<file path="src/rtl/mux_rr_arbiter_pkg.sv">
// Shared types and default sizing for the round-robin lane arbiter.
// Contents: FSM state enum, default parameter values, derived widths.
package mux_arb_pkg;

  typedef enum logic {
    ARB_IDLE  = 1'b0,
    ARB_GRANT = 1'b1
  } arb_state_t;

  localparam int unsigned ARB_NUM_REQ     = 4;
  localparam int unsigned ARB_DATA_WIDTH  = 8;
  localparam int unsigned ARB_MAX_BURST   = 15;
  localparam int unsigned ARB_WDOG_CYCLES = 16;

  localparam int unsigned ARB_SRC_W   = $clog2(ARB_NUM_REQ);
  localparam int unsigned ARB_CNT_W   = $clog2(ARB_MAX_BURST + 1);
  localparam int unsigned ARB_STALL_W = $clog2(ARB_WDOG_CYCLES + 1);

endpackage

</file>
<file path="src/rtl/mux_rr_arbiter_if.sv">
// Requester/downstream bundle for mux_rr_arbiter.
// master: requesters + downstream sink (drives in_*, out_ready).
// slave : the arbiter (drives in_ready, out_*, grant, out_src, err).
interface mux_rr_arbiter_if
  import mux_arb_pkg::*;
#(
  parameter int unsigned NUM_REQ    = ARB_NUM_REQ,
  parameter int unsigned DATA_WIDTH = ARB_DATA_WIDTH
) ();

  localparam int unsigned SRC_W = $clog2(NUM_REQ);

  logic [DATA_WIDTH-1:0] in_data [NUM_REQ];
  logic [NUM_REQ-1:0]    in_valid;
  logic [NUM_REQ-1:0]    in_last;
  logic [NUM_REQ-1:0]    in_ready;
  logic [DATA_WIDTH-1:0] out_data;
  logic                  out_valid;
  logic                  out_last;
  logic                  out_ready;
  logic [NUM_REQ-1:0]    grant;
  logic [SRC_W-1:0]      out_src;
  logic                  err;

  modport master (
    output in_data, in_valid, in_last, out_ready,
    input  in_ready, out_data, out_valid, out_last, grant, out_src, err
  );

  modport slave (
    input  in_data, in_valid, in_last, out_ready,
    output in_ready, out_data, out_valid, out_last, grant, out_src, err
  );

endinterface

</file>
<file path="src/rtl/mux_rr_arbiter_rr_pick.sv">
// Rotating priority encoder: first set bit of req scanning upward from
// ptr+1 and wrapping, so the requester at ptr has the lowest priority.
// Ports: req (requests), ptr (last served) -> onehot, idx, any.
module rr_pick #(
  parameter int unsigned NUM_REQ = 4,
  parameter int unsigned IDX_W   = 2
) (
  input  logic [NUM_REQ-1:0] req,
  input  logic [IDX_W-1:0]   ptr,
  output logic [NUM_REQ-1:0] onehot,
  output logic [IDX_W-1:0]   idx,
  output logic               any
);

  always_comb begin
    int unsigned cand;
    cand   = 0;
    onehot = '0;
    idx    = '0;
    any    = 1'b0;
    for (int unsigned k = 1; k <= NUM_REQ; k++) begin
      cand = (32'(ptr) + k) % NUM_REQ;
      if (!any && req[cand[IDX_W-1:0]]) begin
        any                       = 1'b1;
        onehot[cand[IDX_W-1:0]]   = 1'b1;
        idx                       = cand[IDX_W-1:0];
      end
    end
  end

endmodule

</file>
<file path="src/rtl/mux_rr_arbiter.sv">
// Round-robin arbiter/sequencer sharing one downstream lane among NUM_REQ
// requesters. A grant is held for a whole burst (ended by in_last) and is
// capped at MAX_BURST beats; the data path is a combinational AND-OR mux
// over the registered one-hot grant.
// Ports: clk, rst_n (async active-low), bus (mux_rr_arbiter_if.slave).
// Optional: define ARB_WDOG_EN to release a grant whose owner stalls for
// WDOG_CYCLES consecutive cycles (err pulses once); otherwise err is 0.
module mux_rr_arbiter
  import mux_arb_pkg::*;
#(
  parameter int unsigned NUM_REQ     = ARB_NUM_REQ,
  parameter int unsigned DATA_WIDTH  = ARB_DATA_WIDTH,
  parameter int unsigned MAX_BURST   = ARB_MAX_BURST,
  parameter int unsigned WDOG_CYCLES = ARB_WDOG_CYCLES
) (
  input  logic             clk,
  input  logic             rst_n,
  mux_rr_arbiter_if.slave  bus
);

  localparam int unsigned SRC_W = $clog2(NUM_REQ);
  localparam int unsigned CNT_W = $clog2(MAX_BURST + 1);

  arb_state_t           state_q, state_d;
  logic [SRC_W-1:0]     ptr_q, ptr_d;
  logic [SRC_W-1:0]     src_q, src_d;
  logic [NUM_REQ-1:0]   grant_q, grant_d;
  logic [CNT_W-1:0]     beat_cnt_q, beat_cnt_d;

  logic [SRC_W-1:0]     pick_ptr;
  logic [NUM_REQ-1:0]   pick_onehot;
  logic [SRC_W-1:0]     pick_idx;
  logic                 pick_any;

  logic [DATA_WIDTH-1:0] mux_data;
  logic                  valid_g;
  logic                  last_g;
  logic                  cap_hit;
  logic                  beat;
  logic                  end_beat;

  // While granted, the current owner is the rotation base so it ranks last.
  assign pick_ptr = (state_q == ARB_GRANT) ? src_q : ptr_q;

  rr_pick #(
    .NUM_REQ (NUM_REQ),
    .IDX_W   (SRC_W)
  ) u_pick (
    .req    (bus.in_valid),
    .ptr    (pick_ptr),
    .onehot (pick_onehot),
    .idx    (pick_idx),
    .any    (pick_any)
  );

  // AND-OR output mux; a zero grant (IDLE) forces everything to 0.
  always_comb begin
    mux_data = '0;
    for (int unsigned i = 0; i < NUM_REQ; i++) begin
      mux_data = mux_data | ({DATA_WIDTH{grant_q[i]}} & bus.in_data[i]);
    end
  end

  assign valid_g  = |(grant_q & bus.in_valid);
  assign last_g   = |(grant_q & bus.in_last);
  assign cap_hit  = (beat_cnt_q == CNT_W'(MAX_BURST - 1));
  assign beat     = (state_q == ARB_GRANT) && valid_g && bus.out_ready;
  assign end_beat = beat && (last_g || cap_hit);

  assign bus.out_data  = mux_data;
  assign bus.out_valid = valid_g;
  assign bus.out_last  = valid_g && (last_g || cap_hit);
  assign bus.in_ready  = grant_q & {NUM_REQ{bus.out_ready}};
  assign bus.grant     = grant_q;
  assign bus.out_src   = src_q;

`ifdef ARB_WDOG_EN
  localparam int unsigned STALL_W = $clog2(WDOG_CYCLES + 1);
  logic [STALL_W-1:0] stall_q, stall_d;
  logic               err_q, err_d;
  assign bus.err = err_q;
`else
  assign bus.err = 1'b0;
`endif

  // Next-state: arbitration, burst counting and back-to-back regrant.
  always_comb begin
    state_d    = state_q;
    ptr_d      = ptr_q;
    src_d      = src_q;
    grant_d    = grant_q;
    beat_cnt_d = beat_cnt_q;
`ifdef ARB_WDOG_EN
    stall_d    = '0;
    err_d      = 1'b0;
`endif
    case (state_q)
      ARB_IDLE: begin
        if (pick_any) begin
          state_d    = ARB_GRANT;
          grant_d    = pick_onehot;
          src_d      = pick_idx;
          beat_cnt_d = '0;
        end
      end
      ARB_GRANT: begin
        if (end_beat) begin
          ptr_d      = src_q;
          beat_cnt_d = '0;
          if (pick_any) begin
            grant_d = pick_onehot;
            src_d   = pick_idx;
          end else begin
            state_d = ARB_IDLE;
            grant_d = '0;
          end
        end else if (beat) begin
          beat_cnt_d = beat_cnt_q + CNT_W'(1);
        end
      end
      default: begin
        state_d = ARB_IDLE;
        grant_d = '0;
      end
    endcase
`ifdef ARB_WDOG_EN
    // A stalled owner never has a beat, so this cannot collide with end_beat.
    if ((state_q == ARB_GRANT) && !valid_g) begin
      if (stall_q == STALL_W'(WDOG_CYCLES - 1)) begin
        state_d    = ARB_IDLE;
        grant_d    = '0;
        ptr_d      = src_q;
        beat_cnt_d = '0;
        err_d      = 1'b1;
      end else begin
        stall_d = stall_q + STALL_W'(1);
      end
    end
`endif
  end

  // State register.
  always_ff @(posedge clk or negedge rst_n) begin
    if (!rst_n) begin
      state_q    <= ARB_IDLE;
      ptr_q      <= SRC_W'(NUM_REQ - 1);
      src_q      <= '0;
      grant_q    <= '0;
      beat_cnt_q <= '0;
`ifdef ARB_WDOG_EN
      stall_q    <= '0;
      err_q      <= 1'b0;
`endif
    end else begin
      state_q    <= state_d;
      ptr_q      <= ptr_d;
      src_q      <= src_d;
      grant_q    <= grant_d;
      beat_cnt_q <= beat_cnt_d;
`ifdef ARB_WDOG_EN
      stall_q    <= stall_d;
      err_q      <= err_d;
`endif
    end
  end

endmodule

</file>
<file path="src/flat_wrapper.sv">
// flat-port wrapper written by rule: the top's interface ports become plain ports
module mux_rr_arbiter_flat import mux_arb_pkg::*;
#(
  parameter int unsigned NUM_REQ     = ARB_NUM_REQ,
  parameter int unsigned DATA_WIDTH  = ARB_DATA_WIDTH,
  parameter int unsigned MAX_BURST   = ARB_MAX_BURST,
  parameter int unsigned WDOG_CYCLES = ARB_WDOG_CYCLES
)
  (clk, rst_n, bus_in_data, bus_in_valid, bus_in_last, bus_out_ready, bus_in_ready, bus_out_data, bus_out_valid, bus_out_last, bus_grant, bus_out_src, bus_err);
  mux_rr_arbiter_if #(.NUM_REQ(NUM_REQ), .DATA_WIDTH(DATA_WIDTH)) bus_i ();
  input  logic clk;
  input  logic rst_n;
  input wire logic [$bits(bus_i.in_data)-1:0] bus_in_data;
  input wire logic [$bits(bus_i.in_valid)-1:0] bus_in_valid;
  input wire logic [$bits(bus_i.in_last)-1:0] bus_in_last;
  input wire logic [$bits(bus_i.out_ready)-1:0] bus_out_ready;
  output wire logic [$bits(bus_i.in_ready)-1:0] bus_in_ready;
  output wire logic [$bits(bus_i.out_data)-1:0] bus_out_data;
  output wire logic [$bits(bus_i.out_valid)-1:0] bus_out_valid;
  output wire logic [$bits(bus_i.out_last)-1:0] bus_out_last;
  output wire logic [$bits(bus_i.grant)-1:0] bus_grant;
  output wire logic [$bits(bus_i.out_src)-1:0] bus_out_src;
  output wire logic [$bits(bus_i.err)-1:0] bus_err;
  assign bus_i.in_data = {>>{bus_in_data}};
  assign bus_i.in_valid = bus_in_valid;
  assign bus_i.in_last = bus_in_last;
  assign bus_i.out_ready = bus_out_ready;
  assign bus_in_ready = bus_i.in_ready;
  assign bus_out_data = bus_i.out_data;
  assign bus_out_valid = bus_i.out_valid;
  assign bus_out_last = bus_i.out_last;
  assign bus_grant = bus_i.grant;
  assign bus_out_src = bus_i.out_src;
  assign bus_err = bus_i.err;
  mux_rr_arbiter #(.NUM_REQ(NUM_REQ), .DATA_WIDTH(DATA_WIDTH), .MAX_BURST(MAX_BURST), .WDOG_CYCLES(WDOG_CYCLES)) u_core (.clk(clk), .rst_n(rst_n), .bus(bus_i));
endmodule
</file>
<file path="config.mk">
export PLATFORM = sky130hd
export DESIGN_NAME = mux_rr_arbiter_flat
export DESIGN_NICKNAME = d
export VERILOG_FILES = /design/src/rtl/mux_rr_arbiter_pkg.sv /design/src/rtl/mux_rr_arbiter_if.sv /design/src/rtl/mux_rr_arbiter_rr_pick.sv /design/src/rtl/mux_rr_arbiter.sv /design/src/flat_wrapper.sv
export SDC_FILE = /design/constraint.sdc
export NUM_CORES = 1
export LEC_CHECK = 0
export ABC_AREA = 1
export CAP_MARGIN = 10
export CORE_ASPECT_RATIO = 0.9
export CORE_UTILIZATION = 40
export CTS_BUF_LIST = sky130_fd_sc_hd__clkbuf_16
export CTS_CLUSTER_DIAMETER = 150
export DETAILED_ROUTE_END_ITERATION = 8
export PLACE_DENSITY = 0.76
export SLEW_MARGIN = 20
export SYNTH_ARGS = -nofsm -noshare
export SYNTH_HDL_FRONTEND = slang
export SYNTH_SLANG_ARGS = --single-unit
</file>
<file path="constraint.sdc">
create_clock -name clk -period 2.7 [get_ports clk]
set_clock_uncertainty 0.2 [all_clocks]
set_input_delay 0.54 -clock clk [delete_from_list [all_inputs] [get_ports clk]]
set_output_delay 0.54 -clock clk [all_outputs]
set_load 0.02 [all_outputs]
</file>
; Word-level counts from Yosys, hierarchy flattened
; Index checks and enable logic that the tools add are counted.
[totals]
output_inout_bits = 21
register_bits = 13
in_bits = 43
wordCells = 99
[classes]
magnitude_cmp = 8
mux = 43
n_eq_ne = 4
bitwise = 14
reduce_logical = 20
n_addsub = 5
[ops]
columns = op, count
row1 = $mux 4, 10
row2 = $and 8x8->8, 4
row3 = $or 8x8->8, 3
row4 = $pmux 4 s2, 2
row5 = $mux 1, 14
row6 = $mux 2, 7
row7 = $and 4x4->4, 3
row8 = $lt 2x3->1 const B, 4
row9 = $or 4x4->4, 3
row10 = $logic_and 1x1->1, 11
row11 = $bmux 1 s2, 4
row12 = $demux 1 s2, 4
row13 = $ge 2x1->1 const B, 4
row14 = $reduce_or 4->1, 2
row15 = $reduce_and 2->1, 3
row16 = $add 2x1->2 const B, 2
row17 = $add 2x2->2 const B, 2
row18 = $add 4x1->4 const B, 1
row19 = $eq 4x4->1 const B, 1
row20 = $pmux 2 s2, 1
row21 = $logic_not 1->1, 3
row22 = $ne 3x3->1 const B, 1
row23 = $ne 2x1->1 const B, 1
row24 = $ne 2x2->1 const B, 1
row25 = 3 further kinds, 3

; Longest topological paths before layout
; Gate-level depths: netlist of the first run.
[logic_depth]
ltp_word = 17
ltp_mapped = 14
depth_no_buf = 14

; Hierarchy
; From an unflattened synthesis of the first run, not the netlist that was laid out.
[unflattened]
hier_cells = 229
area_unflattened_um2 = 1492.7
[modules_own_cells]
columns = module, n_inst, seq_area_each_um2, area_each_um2, cells_per_inst
row1 = mux_rr_arbiter, 1, 327.8, 957.2, 148
row2 = rr_pick, 1, 0.0, 535.5, 81

; Worst setup path before layout of the first run
; No wires, ideal clock.
[synth_timing]
kind = flip-flop to flip-flop
start = register u_core.state_q
end = register u_core.src_q[0] (netlist: u_core.bus.out_src[0])
arrival_time_ns = 1.948
path_buffers = 0
path_slack_ns = 0.434
setup_ns = 0.117
stages_incl_launch_ff = 15
cell_sequence = dfrtp_1 > inv_2 > nand2_4 > nand2_4 > inv_1 > ha_1 > inv_1 > nand3_1 > nand2_2 > nor2_4 > nand3_4 > nand2_4 > inv_4 > nand3_1 > nand2_1
[synth_via]
elab_chain_cells = 17
[synth_rtl]
columns = element, line
row1 = "start, declared", mux_rr_arbiter.sv:24  ; arb_state_t state_q, state_d;
row2 = "start signal, assigned", mux_rr_arbiter.sv:155  ; state_q <= state_d;
row3 = $mux 2, mux_rr_arbiter.sv:43  ; assign pick_ptr = (state_q == ARB_GRANT) ? src_q : ptr_q;
row4 = $add 2x1->2, mux_rr_arbiter_rr_pick.sv:22  ; cand = (32'(ptr) + k) % NUM_REQ;
row5 = $bmux 1 s2, mux_rr_arbiter_rr_pick.sv:23  ; if (!any && req[cand[IDX_W-1:0]]) begin
row6 = $mux 1 (implied by the code), mux_rr_arbiter_rr_pick.sv:23
row7 = $mux 1, mux_rr_arbiter_rr_pick.sv:23
row8 = $logic_not 1->1, mux_rr_arbiter_rr_pick.sv:23
row9 = $logic_and 1x1->1, mux_rr_arbiter_rr_pick.sv:23
row10 = $mux 1, mux_rr_arbiter_rr_pick.sv:23
row11 = $logic_not 1->1, mux_rr_arbiter_rr_pick.sv:23
row12 = $logic_and 1x1->1, mux_rr_arbiter_rr_pick.sv:23
row13 = $mux 1, mux_rr_arbiter_rr_pick.sv:23
row14 = $logic_not 1->1, mux_rr_arbiter_rr_pick.sv:23
row15 = $logic_and 1x1->1, mux_rr_arbiter_rr_pick.sv:23
row16 = $mux 2 or $mux 1 (tied branches), mux_rr_arbiter_rr_pick.sv:23
row17 = $mux 2, "mux_rr_arbiter.sv:99, mux_rr_arbiter.sv:110"
row18 = $mux 2, mux_rr_arbiter.sv:107  ; if (end_beat) begin
row19 = $pmux 2 s2, mux_rr_arbiter.sv:97  ; case (state_q)
row20 = "end signal, assigned", mux_rr_arbiter.sv:157  ; src_q <= src_d;
row21 = "end, declared", mux_rr_arbiter.sv:26  ; logic [SRC_W-1:0] src_q, src_d;
; Several ways; a longest one is shown, not always the timed one. The select of a mux whose other input is x is not followed.
; A chain may end at the register's enable or synchronous reset.

; Final worst setup path of the first run
[layout_timing]
start = input port bus_out_ready
end = output port bus_in_ready[3]
[layout_via]
elab_chain_cells = 1
[layout_rtl]
columns = element, line
row1 = "start, declared", flat_wrapper.sv:16  ; input wire logic [$bits(bus_i.out_ready)-1:0] bus_out_ready;
row2 = $and 4x4->4, mux_rr_arbiter.sv:73  ; assign bus.in_ready = grant_q & {NUM_REQ{bus.out_ready}};
row3 = "end, declared", flat_wrapper.sv:17  ; output wire logic [$bits(bus_i.in_ready)-1:0] bus_in_ready;
; Every way passes these cells.

==> results of run 1 <==
[path summary, 6_finish.rpt]
check | startpoint | endpoint | slack (ps)
hold / removal | u_core.beat_cnt_q[0] | u_core.beat_cnt_q[0] | 320
setup / recovery | bus_out_ready | bus_in_ready[3] | 120
setup reg to reg | u_core.state_q | u_core.bus.out_src[1] | 200
max in group asynchronous | rst_n | u_core.beat_cnt_q[1] | 1460
hold reg to reg | u_core.beat_cnt_q[0] | u_core.beat_cnt_q[0] | 320
min in group asynchronous | rst_n | u_core.bus.out_src[0] | 470
[flip-flops by register name, indices dropped and copies added, names as in the netlist]
| register | count |
|---|---|
| u_core.beat_cnt_q | 4 |
| u_core.bus.grant | 4 |
| u_core.bus.out_src | 2 |
| u_core.ptr_q | 2 |
| u_core.state_q | 1 |
[final cells by class]
type | instances | area share
Clock buffer | 3 | 0.0334
Clock inverter | 1 | 0.00167
Inverter | 28 | 0.0479
Multi-Input combinational cell | 184 | 0.433
Sequential cell | 13 | 0.146
Tap cell | 44 | 0.0245
Timing Repair Buffer | 73 | 0.314
[cells by family (layout without fill, tap and decap cells)]
group | after synthesis | count (layout) | synth area share
adders and majority gates | 9 | 9 | 0.0782
buffers and inverters | 34 | 105 | 0.0982
muxes | 1 | 1 | 0.00782
and+or+nand+nor | 166 | 166 | 0.553
AOI/OAI and AO/OA | 5 | 5 | 0.0209
other | 1 | 1 | 0.00260
xor gates and xnor gates | 2 | 2 | 0.0122
DFF | 13 | 13 | 0.228
[per-layer routing]
| layer | track usage | wire (um) | vias to the layer above |
|---|---|---|---|
| li1 | - | - | 880 |
| met1 | 0.274 | 1810 | 739 |
| met2 | 0.358 | 1930 | 49 |
| met3 | 0.0291 | 197 | 4 |
| met4 | 0.0373 | 21 | 0 |
| met5 | 0 | 0 | - |
[timing repair]
item                                    in CTS  in global routing
resized for setup                            1                  1
endpoints found under the setup margin       1                  1
pin swaps                                    0                  0
hold buffers                                 0                  0
endpoints found under the hold margin        0                  0
[power by group through the flow]
stage               clock network (mW)  logic, mW  registers, mW
global route                     0.285      0.112          0.195
finish                           0.273      0.103          0.196
global placement                     0      0.102          0.198
floorplan                            0     0.0314          0.198
CTS                              0.277      0.103          0.196
detailed placement                   0      0.103          0.198
[through the flow]
step | utilization | hold slack, ps
6_report | 0.660 | 316
5_1_grt | 0.660 | 335
2_1_floorplan | - | 44.4
3_5_place_dp | 0.636 | 310
4_1_cts | 0.659 | 316
3_3_place_gp | 0.636 | 301
[placed cells by master, fill, tap and decap left out]
cell type        netlist  final
clkbuf_16              0      3
mux2_2                 1      1
dfstp_2                2      2
inv_4                  1      1
o22ai_1                1      1
conb_1                 1      1
nand3_4                1      1
nand2_2                5      5
inv_2                  2      2
a21oi_1                1      1
xor2_1                 2      2
nand2_4                6      6
nand4_1               13     13
buf_4                  1     11
nor3b_1                1      1
nor2_4                 1      1
inv_1                 25     26
dlymetal6s2s_1         0      1
clkdlybuf4s50_1        0     60
nand3_1               34     34
o21ai_0                2      2
dlygate4sd2_1          0      1
nor2_1                 3      3
and3_1                 1      1
dfrtp_1               11     11
nand3_2                2      2
nand2_1               99     99
ha_1                   9      9
a21oi_2                1      1
[worst max-delay path: stages]
cell	delay, ps
clkdlybuf4s50_1	570
nand2_1	80
inv_1	50
clkdlybuf4s50_1	610
==> results_dict.tcl, run 1 <==
set metrics [dict create \
    placed_area_um2 2160 \
    drv_slew 0 \
    remaining_drc_errors 0 \
    grt_pass1_vias 1411 \
    crit_type "in2out" \
    num_rows 20 \
    fin_nets 355 \
    ys_types 27 \
    slew_headroom 0.620 \
    routabilityCongestion 0.919 \
    cts_made_buffers 3 \
    fin_cells 346 \
    finalHoldViolations 0 \
    synth_fp_nets 283 \
    synth_cells 231 \
    worstMarginPinSlew_ps 568 \
    detail-route-antenna-nets 0 \
    viasPerCell 4.83 \
    async_flop_share 1.00 \
    routed_wirelength_mm 3.97 \
    cts_tree "built" \
    cts_root_buffer "clkbuf_16" \
    nFillCells 326 \
    drive_above_1_share 0.119 \
    htreeDepth 1 \
    drt-initial-drc-count 66 \
    synth_commonest_cells "nand2_1, nand3_1, inv_1" \
    design_area_um2 2240 \
    required_ps 1960 \
    synth_edf_count 0 \
    syn_avg_cell_area_um2 6.23 \
    synth_top_cell_area_share 0.258 \
    ys_seq_area_frac 0.228 \
    dr.pass1.iters 4 \
    design.core.area_um2 3400 \
    synth.area.top_cells "nand2_1, dfrtp_1, nand3_1" \
    rsz0062_at_grt "false" \
    clk_path_buf_depth 2 \
    dieArea_um2 3840 \
    multiInputGateArea_um2 971 \
    ys_warn_count 0 \
    routedWlPerCell_um 11.5 \
    seq_power_share 0.342 \
    critPathLaunchType "input pin" \
    synthesis.area_um2 1440 \
    swShare 0.202 \
    grt_overflow_total 0 \
    hpwlAfterDp_mm 3.18 \
    portBuffers 62 \
    peakVddDrop_v 0.000168 \
    worstSkewPairLatency_ps 240 \
    cts_sinks 13 \
    antenna_found_initial 0 \
    fmax_mhz 387 \
    vias 1672 \
    period_needed_ps 2580 \
    finalSetupTns_ps 0 \
    die_y_um 58.9 \
    min_period_over_period 0.957 \
    pin_count 64 \
    path_max_fanout 5 \
    grt.total_usage 0.206 \
    pre_cts_ws_ps -95.7 \
    p_per_area_nw_per_um2 255 \
    ys_seq_elements 13 \
    p_comb_frac 0.180 \
    clockPowerShare 0.478 \
    grt_max_degree 14 \
    yosysTopAreaCell "nand2_1" \
    fin_ws_ps 117 \
    grt_pass1_wl_mm 6.22 \
    n_antenna_cell 0 \
    critPathArrivalTime_ps 1840 \
    die_x_um 65.3 \
    p_leak_nw 1.16 \
    start_util 0.423 \
    postCtsSetupBuffers 0 \
    synth_most_common_cell "nand2_1" \
    hold_class "reg2reg" \
    final-setup-viol-count 0 \
    clk_pin_slew_worst_paths_ps 40 \
    r2r_cells 14 \
    cp-end-kind "primary output" \
    p_int_mw 0.456 \
    post-place-cells 342 \
    status "completed" \
    drv_cap 0 \
    seqCellArea_um2 328 \
    syn2layout_area_growth_pct 55.9 \
    total_power_mw 0.572 \
    min_path_cells 1 \
    ys.flop_type "dfrtp_1" \
    p_switching_mw 0.116 \
]
Note: power is estimated with default switching activity, not from simulation.
==> inputs of run 2 (changes only) <==
SLEW_MARGIN = not set   (was 20)
==> results of run 2 <==
The final DEF is identical to that of run 1; final timing and power are the same.
==> inputs of run 3 (changes only) <==
TNS_END_PERCENT = 50   (was not set)
==> results of run 3 <==
The final DEF is identical to that of run 1; final timing and power are the same.
